===== config.mk =====
export PLATFORM = sky130hd
export DESIGN_NAME = sic1_out_fifo
export DESIGN_NICKNAME = d
export VERILOG_FILES = /design/src/rtl/sic1_out_fifo.sv
export SDC_FILE = /design/constraint.sdc
export NUM_CORES = 1
export LEC_CHECK = 0
export ABC_AREA = 1
export BUFFER_PORTS_ARGS = -buffer_cell sky130_fd_sc_hd__buf_2
export CAP_MARGIN = 20
export CORE_ASPECT_RATIO = 2
export CORE_UTILIZATION = 55
export CTS_BUF_LIST = sky130_fd_sc_hd__clkbuf_8
export CTS_CLUSTER_SIZE = 40
export DETAILED_ROUTE_END_ITERATION = 8
export PLACE_DENSITY = 0.75
export SETUP_SLACK_MARGIN = 0.2
export SYNTH_ARGS = -nofsm -noshare
export SYNTH_HDL_FRONTEND = slang
export SYNTH_SLANG_ARGS = --single-unit
export TNS_END_PERCENT = 20

===== constraint.sdc =====
create_clock -name clk -period 1.55 [get_ports clk]
set_input_delay 0.155 -clock clk [delete_from_list [all_inputs] [get_ports clk]]
set_output_delay 0.155 -clock clk [all_outputs]
set_load 0.005 [all_outputs]

===== src/rtl/sic1_out_fifo.sv =====
// sic1_out_fifo: byte output buffer between the SIC1 memory output port and the host.
// Captures every strobed byte into a DEPTH-entry FIFO and presents it first-word
// fall-through over a valid/ready handshake. It raises almost_full early so the core
// can stall.
// Optional feature: define SIC1_OUT_FIFO_OVF_EN to build the sticky overflow flag.
// Without it, ovf is tied low and full pushes are dropped without any record.

module sic1_out_fifo #(
    parameter int unsigned DEPTH     = 8,
    parameter int unsigned AF_MARGIN = 2
) (
    input  logic                     clk,
    input  logic                     rst,
    input  logic [7:0]               in_byte,
    input  logic                     in_strobe,
    input  logic                     flush,
    output logic [7:0]               out_data,
    output logic                     out_valid,
    input  logic                     out_ready,
    output logic [$clog2(DEPTH):0]   count,
    output logic                     almost_full,
    output logic                     ovf,
    input  logic                     ovf_clr
);

    localparam int unsigned PW = $clog2(DEPTH);
    localparam int unsigned CW = PW + 1;
    localparam logic [CW-1:0] FULL_CNT = CW'(DEPTH);
    localparam logic [CW-1:0] AF_CNT   = CW'(DEPTH - AF_MARGIN);

    logic [7:0]    mem_q [DEPTH];
    logic [PW-1:0] wr_ptr_q, wr_ptr_d;
    logic [PW-1:0] rd_ptr_q, rd_ptr_d;
    logic [CW-1:0] count_q, count_d;

    logic full, empty, push_en, pop_en;

    // Handshake decode; occupancy, not pointer equality, decides full/empty.
    always_comb begin
        full    = (count_q == FULL_CNT);
        empty   = (count_q == '0);
        pop_en  = !empty && out_ready;
        // A full FIFO still accepts a push when a pop frees the slot in the same cycle.
        push_en = in_strobe && (!full || pop_en) && !flush;
    end

    // Next-state for pointers and occupancy; flush overrides any push or pop.
    always_comb begin
        wr_ptr_d = wr_ptr_q;
        rd_ptr_d = rd_ptr_q;
        count_d  = count_q;
        if (flush) begin
            wr_ptr_d = '0;
            rd_ptr_d = '0;
            count_d  = '0;
        end else begin
            if (push_en) wr_ptr_d = wr_ptr_q + PW'(1);
            if (pop_en)  rd_ptr_d = rd_ptr_q + PW'(1);
            unique case ({push_en, pop_en})
                2'b10:   count_d = count_q + CW'(1);
                2'b01:   count_d = count_q - CW'(1);
                default: count_d = count_q;
            endcase
        end
    end

    // Pointer and occupancy registers.
    always_ff @(posedge clk or posedge rst) begin
        if (rst) begin
            wr_ptr_q <= '0;
            rd_ptr_q <= '0;
            count_q  <= '0;
        end else begin
            wr_ptr_q <= wr_ptr_d;
            rd_ptr_q <= rd_ptr_d;
            count_q  <= count_d;
        end
    end

    // Storage array; contents need no reset because count gates visibility.
    always_ff @(posedge clk) begin
        if (push_en) mem_q[wr_ptr_q] <= in_byte;
    end

    // Outputs are decoded from registered state only, so there is no push-to-pop bypass.
    always_comb begin
        out_valid   = !empty;
        out_data    = empty ? 8'h00 : mem_q[rd_ptr_q];
        count       = count_q;
        almost_full = (count_q >= AF_CNT);
    end

`ifdef SIC1_OUT_FIFO_OVF_EN
    logic ovf_q, ovf_d;
    logic ovf_event;

    // Sticky overflow; a set event in the same cycle as ovf_clr wins.
    always_comb begin
        ovf_event = in_strobe && full && !pop_en && !flush;
        ovf_d     = ovf_q;
        if (ovf_event) begin
            ovf_d = 1'b1;
        end else if (ovf_clr) begin
            ovf_d = 1'b0;
        end
    end

    // Overflow flag register.
    always_ff @(posedge clk or posedge rst) begin
        if (rst) begin
            ovf_q <= 1'b0;
        end else begin
            ovf_q <= ovf_d;
        end
    end

    assign ovf = ovf_q;
`else
    logic unused_ovf_clr;
    assign unused_ovf_clr = ovf_clr;
    assign ovf = 1'b0;
`endif

endmodule


Word-level counts from Yosys, hierarchy flattened
Memory sizes are Yosys's and may differ from the RTL's.
Index checks and enable logic that the tools add are counted.

word-level totals
  memory bits (writable) = 64
  register bits after elaboration = 10
  memories kept = 1
  word-level logic and storage cells = 32

memories
  name   words  bits a word  rd ports  clocked after memory_dff  write ports  RTL line  RTL
  mem_q  8      8            1         0                         1            31        logic [7:0] mem_q [DEPTH];

operators by class
  magnitude comparators = 1
  reductions and logical operators = 11
  mux-type cells = 9
  $add $sub $neg = 4
  eq/ne operators = 3

operators with widths
  kind                                                 count
  two-way mux 3 bit                                    4
  two-way mux 8 bit                                    1
  one-hot mux 4 bit (2 select lines)                   1
  adder 3 x 1 -> 3 bit, second input constant          2
  adder 4 x 1 -> 4 bit, second input constant          1
  == test 4 bit, second input constant                 1
  >= comparator 4 x 3 -> 1 bit, second input constant  1
  logical NOT 4 bit                                    1
  two-way mux 4 bit                                    1
  nonzero test 2 bit                                   2
  subtractor 4 x 1 -> 4 bit, second input constant     1
  logical AND 1 bit                                    3
  logical NOT 1 bit                                    3
  nonzero test 3 bit                                   1
  == test 2 x 1 -> 1 bit, second input constant        1
  == test 2 bit, second input constant                 1
  two-way mux 1 bit                                    2
  logical OR 1 bit                                     1

Logic depth before layout (Yosys ltp)
  depth in word-level cells = 9
  gate-level depth with buffers = 12
  depth with buffers taken out = 12

Worst setup path before layout
OpenSTA, ideal clock, no wires.

  path type = register to register
  from = register count_q[0] (netlist: count[0])
  to = register count_q[3] (netlist: count[3])
  arrival time = 1535 ps
  library setup time = 117 ps
  setup slack = -103 ps
  buffers on the path = 0
  cell stages (with the launch flop) = 13
  cells stage by stage = dfrtp_1 nor2_2 nand2_2 o211ai_2 inv_2 ha_1 nand2_1 inv_1 nand3_2 nand2_1 nand2_1 nand3_1 nand2_1

between the ends
  cells in the longest elaborated chain, start to end = 9
  elaborated cells between the ends (all ways) = 15
  classes of those cells = add/sub: 2; eq/ne: 3; mux: 2; reduce/logical: 8

ends and longest elaborated chain
  what                                                            RTL line  RTL
  start: declaration                                              34        logic [CW-1:0] count_q, count_d;
  start signal: assignment                                        76        count_q <= count_d;
  logical NOT 4 bit                                               41        empty = (count_q == '0);
  logical NOT 1 bit                                               42        pop_en = !empty && out_ready;
  logical AND 1 bit                                               42
  logical OR 1 bit                                                44        push_en = in_strobe && (!full || pop_en) && !flush;
  logical AND 1 bit (2 in series)                                 44
  == test 2 x 1 -> 1 bit / == test 2 bit (equally long branches)  59        unique case ({push_en, pop_en})
  one-hot mux 4 bit (2 select lines)                              59
  two-way mux 4 bit                                               52        if (flush) begin

Parallel ways exist; a longest one is shown, timed or not.
A chain may end at the register's enable or synchronous reset.

Worst setup path after layout
  from = register rd_ptr_q[1]
  to = output out_data[6]

between the ends
  cells in the longest elaborated chain, start to end = 2

ends and longest elaborated chain
  what                      RTL line  RTL
  start: declaration        33        logic [PW-1:0] rd_ptr_q, rd_ptr_d;
  start signal: assignment  75        rd_ptr_q <= rd_ptr_d;
  memory (8 x 8 bit)        --
  two-way mux 8 bit         88        out_data = empty ? 8'h00 : mem_q[rd_ptr_q];
  end: declaration          17        output logic [7:0] out_data,

No other way between the ends.

==> summary.md <==
| Metric | Value |
|---|---|
| Top Ports | 29 |
| Endpoint class of the critical path | output port |
| Initial drt markers | 146 |
| Combinational cell fraction of total power | 0.403 |
| PwrDens | 1447 nW/um^2 |
| Commonest cells in the netlist | edfxtp_1, nor2_1, o21ai_0 |
| Clock Tree Buf Depth | 2 |
| Flop pwr share | 0.379 |
| Synth top area cells | edfxtp_1, dfrtp_1, nor2_1, o21ai_0, nand2_1 |
| Root Driver | clkbuf_8 |
| Die Width | 55.59 um |
| Port Buffers | 26 |
| R2r startpoint | count[1] |
| Gr ovfl total | 0 |
| Syn Area/Cell | 11.49 sq um |
| Syn Nets | 293 |
| Layout Nets | 379 |
| Clock share of power | 0.219 |
| Top_reg_cell synth | edfxtp_1 |
| Post-synth EDFFs | 64 |
| Metal3 WL | 438 um |
| Critical-path top delay cell | dfrtp_2 |
| Switching power | 2.090 mW |
| DRC Markers | 0 |
| First-pass GRT wire length | 11,670 um |
| Critical Path, Cell by Cell | clkinvlp_4 > buf_6 > nor2_4 > o21ai_2 > a31oi_1 > buf_2 |
| DP Worst Slack | -99.20 ps |
| WS Path Type | register to output port |
| Max-cap viol count | 0 |
| Fin crit period | 1917 ps |
| Area delta synth->final | 36.32% |
| Pin count of the biggest net entering global routing | 16 |
| Dpl cell area | 3641 sq um |
| Peak VDD IR | 1295 uV |
| Top Metal Used | met4 |
| Fillers | 322 |
| CP startpoint kind | register |
| Ant. Diodes | 0 |
| Drt via density | 5.864 |
| Max_slew headroom | 0.6488 |
| CP Buf/Inv Count | 3 |
| Crit. Startpoint | rd_ptr_q[1] |
| Worst Max-Slew Pin Slew | 526.2 ps |
| Final worst-path cycle share | 1.237 |
| Area share of the largest cell type after synthesis | 0.6083 |
| XOR/XNOR Fraction of Synth Area | 0.002772 |
| Largest family of logic cells by synthesized area | compound AO/OA/AOI/OAI gates |
| Ys async rst share | 0.1351 |
| All-Layer GR Usage | 0.2680 |
| Failing checks | setup timing |
| Post-DRT Antenna Nets | 0 |
| Switching Fraction | 0.3355 |
| Max stage delay on crit path | 450 ps |
| Seq cells post-synth | 74 |
| Post-Synth Adder-Cell Area | 0.01584 |
| Fin area | 4307 sq um |
| Clk sinks | 74 |
| Die Span Y | 109.2 um |
| Critical Path Fanout Max | 6 |
| Synthesis warning total | 0 |
| Slew Limit Fails | 0 |
| Reg-to-reg endpoint | count[0] |
| Core Area | 5468 sq um |
| Post-synthesis compound-gate area fraction | 0.1279 |
| Post-synthesis mux area share | 0 |
| Starting density of the core | 0.5778 |
| Share of cells above drive strength 1 | 0.4262 |
| Register area share after synthesis | 0.6875 |
| Routability cong. | 0.8113 |
| Leak | 1.667 nW |
| Synth unique cells | 28 |
| Pint | 4.140 mW |
| Initial antenna violation count | 0 |
| Post-Route M1 WL | 2608 um |
| Clock-pin slew on the worst setup and hold paths | 70 ps |
| Hold Path Class | input port to register |
| Final Hold Viols | 0 |
| CP arrival | 1760 ps |
| Hold Crit Endpoint | mem_q[4][0] |
| CTS tree | done |
| Cell with the most instances after synthesis | edfxtp_1 |
| Drt pass-1 iters | 5 |
| Max Fclk | 521.6 MHz |
| Die footprint | 6069 sq um |
| Hpwl dp | 4856 um |
| Post-Synth Simple-Gate Area | 0.1240 |
| CP required | 1390 ps |
| CP top delay family | buffers and inverters |
| Worst hold start | in_byte[0] |
| Routed via count | 2,498 |
| Via count of the first global-routing pass | 2,478 |
| H-tree depth | 3 |
| Internal reg-to-reg setup slack | -80 ps |
| Total power | 6.230 mW |
| Cell Area, Synth | 3159 sq um |
| Worst hold stages | 1 |
| Post-synthesis cell count | 275 |
| RSZ-0062 raised after global routing | yes |
| Finish-stage setup viols | 73 |
| Worst Reg-to-Reg Cells | 9 |
| Post-DR wirelength/cell | 18.99 um |
| Met2 WL | 4735 um |
| Final WS setup | -367.4 ps |
| DRT Wirelength | 8091 um |
| Leading area contributor after synthesis | edfxtp_1 |
| Rows | 38 |
| Outcome | finished, violations left |
| CTS Buf Count | 9 |
| Worst-Skew Late Latency | 350 ps |
| Clock Skew | 8.373 ps |
==> worst max-delay path by stage <==
stage,slack (ps),endpoint,cells past startpoint
floorplan,-40,count[3],12
CTS,-290,out_data[4],6
finish,-370,out_data[6],6
global placement,-60,out_data[7],6
detailed placement,-100,count[3],9
global route,-420,out_data[4],6
==> per-layer routing <==
layer | track usage | up-vias
met5 | 0 | -
met4 | 0.1893 | 0
met1 | 0.2521 | 1221
li1 | - | 1146
met2 | 0.5034 | 107
met3 | 0.05457 | 24
==> logic make-up (layout without fill, tap and decap cells) <==
group,after synthesis,in the layout
simple gates,94,94
flops,74,74
compound gates,72,72
buf+inv,29,120
fa+ha+maj,4,4
other cells,1,1
xor+xnor,1,1
==> layout make-up <==
type                       count  area [sq um]  area share
sequential                    74          2176      0.5052
timing repair buffer          85         706.9      0.1641
tap                           60         75.07     0.01743
inverter                      18         76.32     0.01772
multi-input combinational    172          1085      0.2519
clock inverter                 4         17.52    0.004067
timing repair inverter         1         5.005    0.001162
clock buffer                  12         165.2     0.03835
==> per-stage QoR <==
step / hold WS (ps) / utilization / instances / TNS (ps)
global route: 64.86 / 0.7876 / 426 / -8517
detailed placement: 152.0 / 0.6659 / 384 / -664.6
global placement: 154.6 / 0.6659 / 384 / -199.1
floorplan: -4.889 / - / 275 / -41.58
CTS: 75.04 / 0.7474 / 418 / -2408
finish: 75.32 / 0.7876 / 426 / -4856
==> placed cells by master, fill, tap and decap left out, types with 2 or more instances in the layout <==
master	count
nand3_1	4
o21ai_0	18
nand3_4	2
nor2_2	11
buf_6	25
inv_2	5
o22ai_2	2
a31oi_1	8
nand2_1	15
ha_1	2
dfrtp_2	3
nor2_1	41
o21a_1	2
nand2_4	3
buf_12	3
o22ai_1	6
clkbuf_8	12
nor2_4	11
inv_1	12
o21ai_2	5
buf_2	26
clkinv_2	2
a21oi_2	2
edfxtp_1	64
buf_4	30
o21ai_1	25
dfrtp_1	7
nand2_2	4
==> power groups by stage <==
stage	clock network, mW	logic (mW)	registers, mW
finish	1.36	2.51	2.36
global route	1.46	2.71	2.36
CTS	1.34	2.19	2.35
detailed placement	0	1.87	2.37
global placement	0	1.81	2.37
floorplan	0	1.07	2.40
==> sequential cells by signal, indices dropped and copies added (netlist names) <==
signal	cells
mem_q	64
wr_ptr_q	3
count	4
rd_ptr_q	3
==> what timing repair did <==
action | CTS | global route
hold endpoints to repair | 10 | 0
buffers inserted | 15 | 8
gates resized for setup | 46 | 49
cloned | 2 | 0
endpoints found under the setup margin | 78 | 82
pin swaps | 26 | 21
hold buffers | 1 | 0
Note: power is estimated with default switching activity, not from simulation.
